### src/rtl/deser_fila_pkg.sv
// Shared types and helpers for the deserializer + circular queue (deser_fila_param).
// DESER_PARITY_EN adds the parity-check state to the FSM encoding.
package deser_fila_pkg;

    typedef enum logic [1:0] {
        S_COLLECT = 2'd0,
        S_PUSH    = 2'd1
`ifdef DESER_PARITY_EN
        ,
        S_PARITY  = 2'd2
`endif
    } state_t;

    // Occupancy runs 0..depth inclusive, so it needs one more code than a pointer.
    function automatic int len_w(input int depth);
        return $clog2(depth + 1);
    endfunction

endpackage

### src/rtl/fila_sync.sv
// Synchronous circular queue with first-word-fall-through head and occupancy count.
// A push while full is only honoured together with a pop, so no word is ever overwritten.
module fila_sync
    import deser_fila_pkg::*;
#(
    parameter int DATA_W = 8,
    parameter int DEPTH  = 8
) (
    input  logic                     clk,
    input  logic                     reset,
    input  logic                     push,
    input  logic                     pop,
    input  logic [DATA_W-1:0]        din,
    output logic [DATA_W-1:0]        dout,
    output logic [len_w(DEPTH)-1:0]  len,
    output logic                     full,
    output logic                     empty
);

    localparam int PTR_W = $clog2(DEPTH);
    localparam int LEN_W = len_w(DEPTH);
    localparam logic [PTR_W-1:0] PTR_ONE = PTR_W'(1);
    localparam logic [LEN_W-1:0] LEN_ONE = LEN_W'(1);
    localparam logic [LEN_W-1:0] LEN_MAX = LEN_W'(DEPTH);

    logic [DATA_W-1:0] mem [DEPTH];
    logic [PTR_W-1:0]  wr_ptr;
    logic [PTR_W-1:0]  rd_ptr;
    logic              do_push;
    logic              do_pop;

    assign full    = (len == LEN_MAX);
    assign empty   = (len == '0);
    assign do_pop  = pop && !empty;
    assign do_push = push && (!full || do_pop);
    assign dout    = empty ? '0 : mem[rd_ptr];

    // Pointers wrap naturally because DEPTH is a power of two.
    always_ff @(posedge clk) begin
        if (reset) begin
            wr_ptr <= '0;
            rd_ptr <= '0;
            len    <= '0;
        end else begin
            if (do_push) begin
                mem[wr_ptr] <= din;
                wr_ptr      <= wr_ptr + PTR_ONE;
            end
            if (do_pop) begin
                rd_ptr <= rd_ptr + PTR_ONE;
            end
            case ({do_push, do_pop})
                2'b10:   len <= len + LEN_ONE;
                2'b01:   len <= len - LEN_ONE;
                default: len <= len;
            endcase
        end
    end

endmodule

### src/rtl/deser_fila_param.sv
// LSB-first serial-to-parallel deserializer feeding a DEPTH-entry circular queue.
// Optional DESER_PARITY_EN: an even-parity bit follows each word; bad words are dropped.
//
// state     | meaning
// S_COLLECT | shifting serial bits into the word, bit_cnt = next position
// S_PARITY  | word complete, waiting for its parity bit (DESER_PARITY_EN only)
// S_PUSH    | word complete, waiting for queue space; serial input ignored
module deser_fila_param
    import deser_fila_pkg::*;
#(
    parameter int DATA_W   = 8,
    parameter int DEPTH    = 8,
    parameter int AF_LEVEL = DEPTH - 1
) (
    input  logic                     clk_1MHz,
    input  logic                     reset,
    input  logic                     data_in,
    input  logic                     write_in,
    input  logic                     dequeue_in,
    output logic [DATA_W-1:0]        fila_data_out,
    output logic [len_w(DEPTH)-1:0]  fila_len_out,
    output logic                     status_out,
`ifdef DESER_PARITY_EN
    output logic                     parity_err_out,
`endif
    output logic                     full_out,
    output logic                     empty_out,
    output logic                     almost_full_out
);

    localparam int BIT_W = $clog2(DATA_W);
    localparam int LEN_W = len_w(DEPTH);
    localparam logic [BIT_W-1:0] LAST_BIT = BIT_W'(DATA_W - 1);
    localparam logic [BIT_W-1:0] BIT_ONE  = BIT_W'(1);
    localparam logic [LEN_W-1:0] AF_CNT   = LEN_W'(AF_LEVEL);

    state_t            state;
    logic [DATA_W-1:0] shift_reg;
    logic [BIT_W-1:0]  bit_cnt;
    logic              push;

    // At full the pending word goes in on the same edge the consumer frees a slot.
    assign push            = (state == S_PUSH) && (!full_out || dequeue_in);
    assign status_out      = (state == S_PUSH) && full_out;
    assign almost_full_out = (fila_len_out >= AF_CNT);

    fila_sync #(
        .DATA_W (DATA_W),
        .DEPTH  (DEPTH)
    ) u_fila (
        .clk   (clk_1MHz),
        .reset (reset),
        .push  (push),
        .pop   (dequeue_in),
        .din   (shift_reg),
        .dout  (fila_data_out),
        .len   (fila_len_out),
        .full  (full_out),
        .empty (empty_out)
    );

    always_ff @(posedge clk_1MHz) begin
        if (reset) begin
            state     <= S_COLLECT;
            shift_reg <= '0;
            bit_cnt   <= '0;
`ifdef DESER_PARITY_EN
            parity_err_out <= 1'b0;
`endif
        end else begin
`ifdef DESER_PARITY_EN
            parity_err_out <= 1'b0;
`endif
            case (state)
                S_COLLECT: begin
                    if (write_in) begin
                        shift_reg[bit_cnt] <= data_in;
                        if (bit_cnt == LAST_BIT) begin
                            bit_cnt <= '0;
`ifdef DESER_PARITY_EN
                            state   <= S_PARITY;
`else
                            state   <= S_PUSH;
`endif
                        end else begin
                            bit_cnt <= bit_cnt + BIT_ONE;
                        end
                    end
                end
`ifdef DESER_PARITY_EN
                S_PARITY: begin
                    if (write_in) begin
                        if ((^shift_reg) == data_in) begin
                            state <= S_PUSH;
                        end else begin
                            state          <= S_COLLECT;
                            parity_err_out <= 1'b1;
                        end
                    end
                end
`endif
                S_PUSH: begin
                    if (push) begin
                        state <= S_COLLECT;
                    end
                end
                default: state <= S_COLLECT;
            endcase
        end
    end

endmodule

### config.mk
export PLATFORM = sky130hd
export DESIGN_NAME = deser_fila_param
export DESIGN_NICKNAME = d
export VERILOG_FILES = /design/src/rtl/deser_fila_pkg.sv /design/src/rtl/fila_sync.sv /design/src/rtl/deser_fila_param.sv
export SDC_FILE = /design/constraint.sdc
export NUM_CORES = 1
export LEC_CHECK = 0
export ABC_AREA = 1
export CORE_UTILIZATION = 63
export CTS_CLUSTER_SIZE = 24
export DETAILED_ROUTE_END_ITERATION = 7
export PLACE_DENSITY = 0.9
export SYNTH_ARGS = -nofsm -noshare
export SYNTH_HDL_FRONTEND = slang
export SYNTH_SLANG_ARGS = --single-unit
### constraint.sdc
create_clock -name clk_1MHz -period 3.9 [get_ports clk_1MHz]
set_clock_uncertainty 0.15 [all_clocks]
set_input_delay 0.585 -clock clk_1MHz [delete_from_list [all_inputs] [get_ports clk_1MHz]]
set_output_delay 0.585 -clock clk_1MHz [all_outputs]
set_load 0.01 [all_outputs]
==> impl_metrics.ini, run 1 <==
[placement]
post-dp-hpwl_mm = 5.24
pre_cts_ws_ns = 1.07
io_buffers = 20
dp_cells = 436
place_congestion = 0.829

[cts]
cts.clk_slew.worst_paths_ns = 0.08
htreeDepth = 3
cts.repair.resized = 0
numCtsBuffers = 9
cts_hold_buf = 0
cts_buffer_depth = 2
clockRootBuffer = clkbuf_8
clk_latency_ns = 0.34
cts_setup_buffers = 0
cts_sinks = 89
cts_tree = done

[timing]
hold_violations = 0
max_freq_mhz = 313
finalWorstSetupSlack_ns = 0.703
relSlewSlack_pct = 46.3
tns_ns = 0
drv_slew = 0
finalSetupViolations = 0
worstMarginPinSlew_ns = 0.804
layout_min_cycle_time_ns = 3.20
post-route-period-util_pct = 82.0
rsz0062_at_grt = no

[power]
netSwitchingFraction_pct = 32.9
vdd_drop_max_uv = 503
power.total_mw = 2.55
comb_power_share_pct = 30.8
p_leak_nw = 1.56
clockPowerShare_pct = 24.7
seqPwrFrac_pct = 44.5
power_density_mw_per_mm2 = 609
switching_power_uw = 837
internal_power_mw = 1.71

[worst_setup_path]
worstPathArrival_ns = 2.46
reg2reg_from = u_fila.len[0]
critPathBufInv = 2
crit_required_ns = 3.16
cp_top_family = buffers and inverters
cp_common_cell = nor2_1
path_cells = buf_4 > o21ai_0 > o22ai_1 > nor2_1 > nor2_1 > clkdlybuf4s50_1
cp_max_fo = 17
slowest_delay_ns = 0.66
reg2reg_slack_ns = 1.47
path_class = flop to output pin
ff2ff_path_depth = 14
startpoint_type = flop
cp-end-kind = output pin
reg2reg_to = u_fila.len[2]
slowest_stage = dfxtp_1

[hold_path]
hold-path-cell-count = 2
min_to = u_fila.rd_ptr[1]
min_from = u_fila.rd_ptr[1]
hp-class = flop to flop

[synthesis]
synth_cell_types = 27
yosys_warnings = 0
ys_seq_elements = 89
synth_ff_type = edfxtp_1
syn_area_per_cell_sq_um = 10.5
synth_area_sq_mm = 0.00373
synth_area_leaders = edfxtp_1 (52%), dfxtp_1 (13%), nor2_1 (7.4%)
seq_area_frac_synth_pct = 64.9
async_flop_share_pct = 0
synth-edff-count = 64
synth_top_cell_by_area = edfxtp_1
synth_top_area_share_pct = 51.5
synthCells = 356
synth_nets = 368

[drt]
routedWlPerCell_um = 16.7
routed_wl_mm = 7.55
final_antenna_net_count = 0
via_per_inst = 5.82
drc = 0
vias = 2632
dr.pass1.iters = 5
drt_iter0_markers = 258

[grt]
antenna_found_initial = 0
grt_pass1_vias = 2537
grt_start_max_net_pins = 33
grt_overflow = 0
grt_first_pass_wirelength_mm = 12.3
grt_usage_pct = 26.8

[die]
die_h_um = 79.0
die_w_um = 79.0
dieArea_sq_mm = 0.00623
core_sq_mm = 0.00561
io_pins = 21
initial_core_util_pct = 66.5
rows = 27

[layout]
layout.nets = 387
largest_register_ffs = 64
antennaDiodeCount = 0
layout_common_cells = nor2_1 (74), edfxtp_1 (64), o21ai_0 (39)
final_cells = 452
area_growth_pct = 11.9
mostFrequentLayoutCell = nor2_1
drive_gt1_share_pct = 7.89

[status]
outcome = finished, final reports clean

[job]
drv_cap = 0
[synthesized netlist by cell type (2+ instances only)]
library cell,count
inv_1,22
o22ai_1,8
nand3_1,15
inv_2,8
ha_1,7
xnor2_1,2
clkbuf_1,10
nor2_1,74
buf_2,2
dfxtp_1,25
nand2_4,2
nand2_2,3
a21oi_1,19
o211ai_1,8
o21ai_1,11
nand2_1,27
edfxtp_1,64
o21ai_0,39
and3_1,2
[layer usage]
metal / up-vias / part of all wire, % / GRT usage, %
met5: - / 0 / 0
met3: 14 / 5.6 / 4.83
met2: 98 / 51 / 45.2
li1: 1278 / - / -
met4: 0 / 2.0 / 12.4
met1: 1242 / 42 / 33.9
[power groups by stage]
stage          combinational, mW  clock [mW]  sequential (mW)
2_1_floorplan              0.513           0             1.11
3_3_place_gp               0.735           0             1.15
3_5_place_dp               0.776           0             1.15
4_1_cts                    0.781       0.632             1.13
5_1_grt                    0.861       0.672             1.14
6_report                   0.783       0.630             1.13
[worst max path at each step]
| stage | startpoint | endpoint | slack, ns | depth (start not counted) |
|---|---|---|---|---|
| global route | flop | fila_data_out[4] | 0.55 | 6 |
| finish | flop | fila_data_out[4] | 0.70 | 6 |
| detailed placement | reset | u_fila.mem[7][6] | 1.07 | 4 |
| CTS | flop | fila_data_out[4] | 0.73 | 6 |
| floorplan | u_fila.len[3] | u_fila.len[2] | 1.70 | 13 |
| global placement | reset | u_fila.mem[1][6] | 1.17 | 4 |
[cells by family (layout without fill, tap and decap cells)]
logic type | count (synthesis) | after routing | synth area share (%)
DFF | 89 | 89 | 64.9
AOI/OAI and AO/OA | 86 | 86 | 12.4
adders and majority gates | 7 | 7 | 2.35
xor gates and xnor gates | 3 | 3 | 0.704
and+or+nand+nor | 128 | 128 | 15.2
buffers and inverters | 43 | 67 | 4.39
[worst min-delay path, stage by stage, from the launching register on]
cell and delay [ns]:
dfxtp_1 0.32, nor2_1 0.09, nor2_1 0.06
[metrics by stage]
| step | hold WS (ns) | instance area [sq um] | util [%] |
|---|---|---|---|
| after floorplan | 0.301 | 3730 | - |
| after global placement | 0.318 | 3980 | 70.9 |
| after detailed placement | 0.343 | 3980 | 70.9 |
| after CTS | 0.360 | 4180 | 74.5 |
| after global routing | 0.401 | 4180 | 74.5 |
| final | 0.373 | 4180 | 74.5 |
[final cells by class]
class                   count  area (sq um)
flip-flops and latches     89          2420
fillers                   398          1430
multi-input cells         224          1140
repair buffers             21           208
clock buffers              13           160
inverters                  30           113
well taps                  72          90.1
clock inverters             3          38.8
Power figures use the tool's default switching activity.
==> run 2: changes to the inputs <==
--- a/config.mk
+++ b/config.mk
@@ -6,10 +6,10 @@
 export NUM_CORES = 1
 export LEC_CHECK = 0
 export ABC_AREA = 1
-export CORE_UTILIZATION = 63
+export CORE_UTILIZATION = 59
 export CTS_CLUSTER_SIZE = 24
 export DETAILED_ROUTE_END_ITERATION = 7
-export PLACE_DENSITY = 0.9
+export PLACE_DENSITY = 0.86
 export SYNTH_ARGS = -nofsm -noshare
 export SYNTH_HDL_FRONTEND = slang
 export SYNTH_SLANG_ARGS = --single-unit
==> constraint.sdc (replaced) <==
create_clock -name clk_1MHz -period 3.2 [get_ports clk_1MHz]
set_clock_uncertainty 0.15 [all_clocks]
set_input_delay 0.48 -clock clk_1MHz [delete_from_list [all_inputs] [get_ports clk_1MHz]]
set_output_delay 0.48 -clock clk_1MHz [all_outputs]
set_load 0.01 [all_outputs]
==> run 2 against run 1 <==
Against the previous run:
- clock power is 25% higher
- final cell count is 1.1% higher
- hold slack worse by 0.0028 ns
- critical path depth is 1 lower
- flip-flop and latch count stayed put
- largest power group unchanged
- cell area is 0.51% higher
- via count is 2.8% higher
==> impl_metrics.ini, run 2 (synthesized netlist as in run 1, its figures left out) <==
[layout]
mostFrequentLayoutCell = nor2_1
nFillCells = 439
area_growth_pct = 12.5
largest_register_ffs = 64
layout_common_cells = nor2_1 (74), edfxtp_1 (64), o21ai_0 (39)
antennaDiodeCount = 0
utilization_pct = 69.7
drive_gt1_share_pct = 9.69
layout.nets = 389

[die]
rows = 28
die_h_um = 81.5
core_sq_mm = 0.00603
die_w_um = 81.5
initial_core_util_pct = 61.9
dieArea_sq_mm = 0.00665
io_pins = 21

[drt]
routedWlPerCell_um = 16.7
drt_iter0_markers = 277
dr.pass1.iters = 5
vias = 2705
routed_wl_mm = 7.64
via_per_inst = 5.92
drc = 0
final_antenna_net_count = 0

[cts]
cts.clk_slew.worst_paths_ns = 0.10
cts_buffer_depth = 2
clk_latency_ns = 0.36
clockRootBuffer = clkbuf_8
cts_sinks = 89
numCtsBuffers = 9
cts_tree = done
cts_setup_buffers = 0
htreeDepth = 3

[grt]
grt_pass1_vias = 2587
grt_usage_pct = 25.9
antenna_found_initial = 0
grt_overflow = 0
grt_start_max_net_pins = 33
grt_first_pass_wirelength_mm = 12.3

[worst_setup_path]
cp-end-kind = output pin
path_cells = o21ai_0 > o22ai_1 > nor2_1 > nor2_1 > clkdlybuf4s50_1
slowest_delay_ns = 0.72
reg2reg_from = u_fila.len[2]
cp_common_cell = nor2_1
startpoint_type = flop
crit_required_ns = 2.57
worstPathArrival_ns = 2.35
cp_max_fo = 21
path_class = flop to output pin
slowest_stage = dfxtp_1

[timing]
relSlewSlack_pct = 42.3
post-route-period-util_pct = 93.2
fin_hold_ws_ns = 0.370
hold_violations = 0
drv_slew = 0
max_freq_mhz = 335
finalSetupViolations = 0
worstMarginPinSlew_ns = 0.862
rsz0062_at_grt = no
tns_ns = 0
layout_min_cycle_time_ns = 2.98

[status]
outcome = finished, final reports clean

[power]
vdd_drop_max_uv = 565
internal_power_mw = 2.05
clockPowerShare_pct = 25.1
seqPwrFrac_pct = 43.7
switching_power_mw = 1.07
power_density_mw_per_mm2 = 744
comb_power_share_pct = 31.1
netSwitchingFraction_pct = 34.3
power.total_mw = 3.12
p_leak_nw = 1.57

[placement]
place_congestion = 0.845
post-dp-hpwl_mm = 5.30
io_buffers = 20

[job]
drv_cap = 0

[hold_path]
min_from = u_fila.wr_ptr[0]
hp-class = flop to flop
==> run 2: cell types whose count changed in the layout (fill, tap and decap cells not counted), moves of 2 or more <==
cell / previous run / this run
buf_4: 1 / 3
clkinv_4: 0 / 2
clkbuf_1: 3 / 0
inv_4: 0 / 2
==> run 2: per-layer routing <==
metal | GRT usage, % | vias up | wire [um] | part of all wire [%]
met5 | 0 | - | 0 | 0
met1 | 33.0 | 1274 | 3270 | 43
met2 | 40.3 | 126 | 3660 | 48
li1 | - | 1281 | - | -
met4 | 14.6 | 0 | 195 | 2.6
met3 | 6.56 | 24 | 522 | 6.8
==> run 2: worst paths after layout <==
kind	cells after the start	slack [ns]	end
worst min register to register	2	0.37	u_fila.wr_ptr[0]
worst max-delay path	5	0.22	fila_data_out[7]
worst min-delay path	2	0.37	u_fila.wr_ptr[0]
worst max register to register	8	0.82	u_fila.mem[3][3]
==> run 2: repair_timing <==
action	4_1_cts	5_1_grt
resized for setup	0	1
hold buffers	0	0
endpoints found under the setup margin	0	2
==> run 2: cell type report <==
cell class / instances / area, sq um / share of cell area [%]
clock buffers: 9 / 124 / 2.95
flip-flops and latches: 89 / 2420 / 57.7
multi-input cells: 224 / 1140 / 27.3
clock inverters: 7 / 76.3 / 1.82
well taps: 75 / 93.8 / 2.24
inverters: 30 / 113 / 2.68
repair buffers: 23 / 223 / 5.31
==> run 2: worst max-delay path: cells and delay by family (launching register included) <==
kind | cells | cell delay (ns)
AO/OA/AOI/OAI | 2 | 0.51
buffers and inverters | 1 | 0.53
flip-flops | 1 | 0.72
AND/OR/NAND/NOR | 2 | 0.21
==> run 2: stage by stage <==
step | cell area (sq um) | setup WS (ns) | instances
after floorplan | 3730 | 0.996 | 356
after global placement | 4000 | 0.618 | 441
after detailed placement | 4000 | 0.569 | 441
after CTS | 4200 | 0.188 | 457
after global routing | 4200 | 0.0426 | 457
final | 4200 | 0.217 | 457
==> run 2: power groups by stage <==
stage | Combinational [mW] | Sequential, mW | Clock, mW
3_5_place_dp | 0.969 | 1.39 | 0
6_report | 0.972 | 1.37 | 0.785
3_3_place_gp | 0.933 | 1.38 | 0
5_1_grt | 1.08 | 1.38 | 0.833
4_1_cts | 0.973 | 1.36 | 0.791
2_1_floorplan | 0.625 | 1.36 | 0
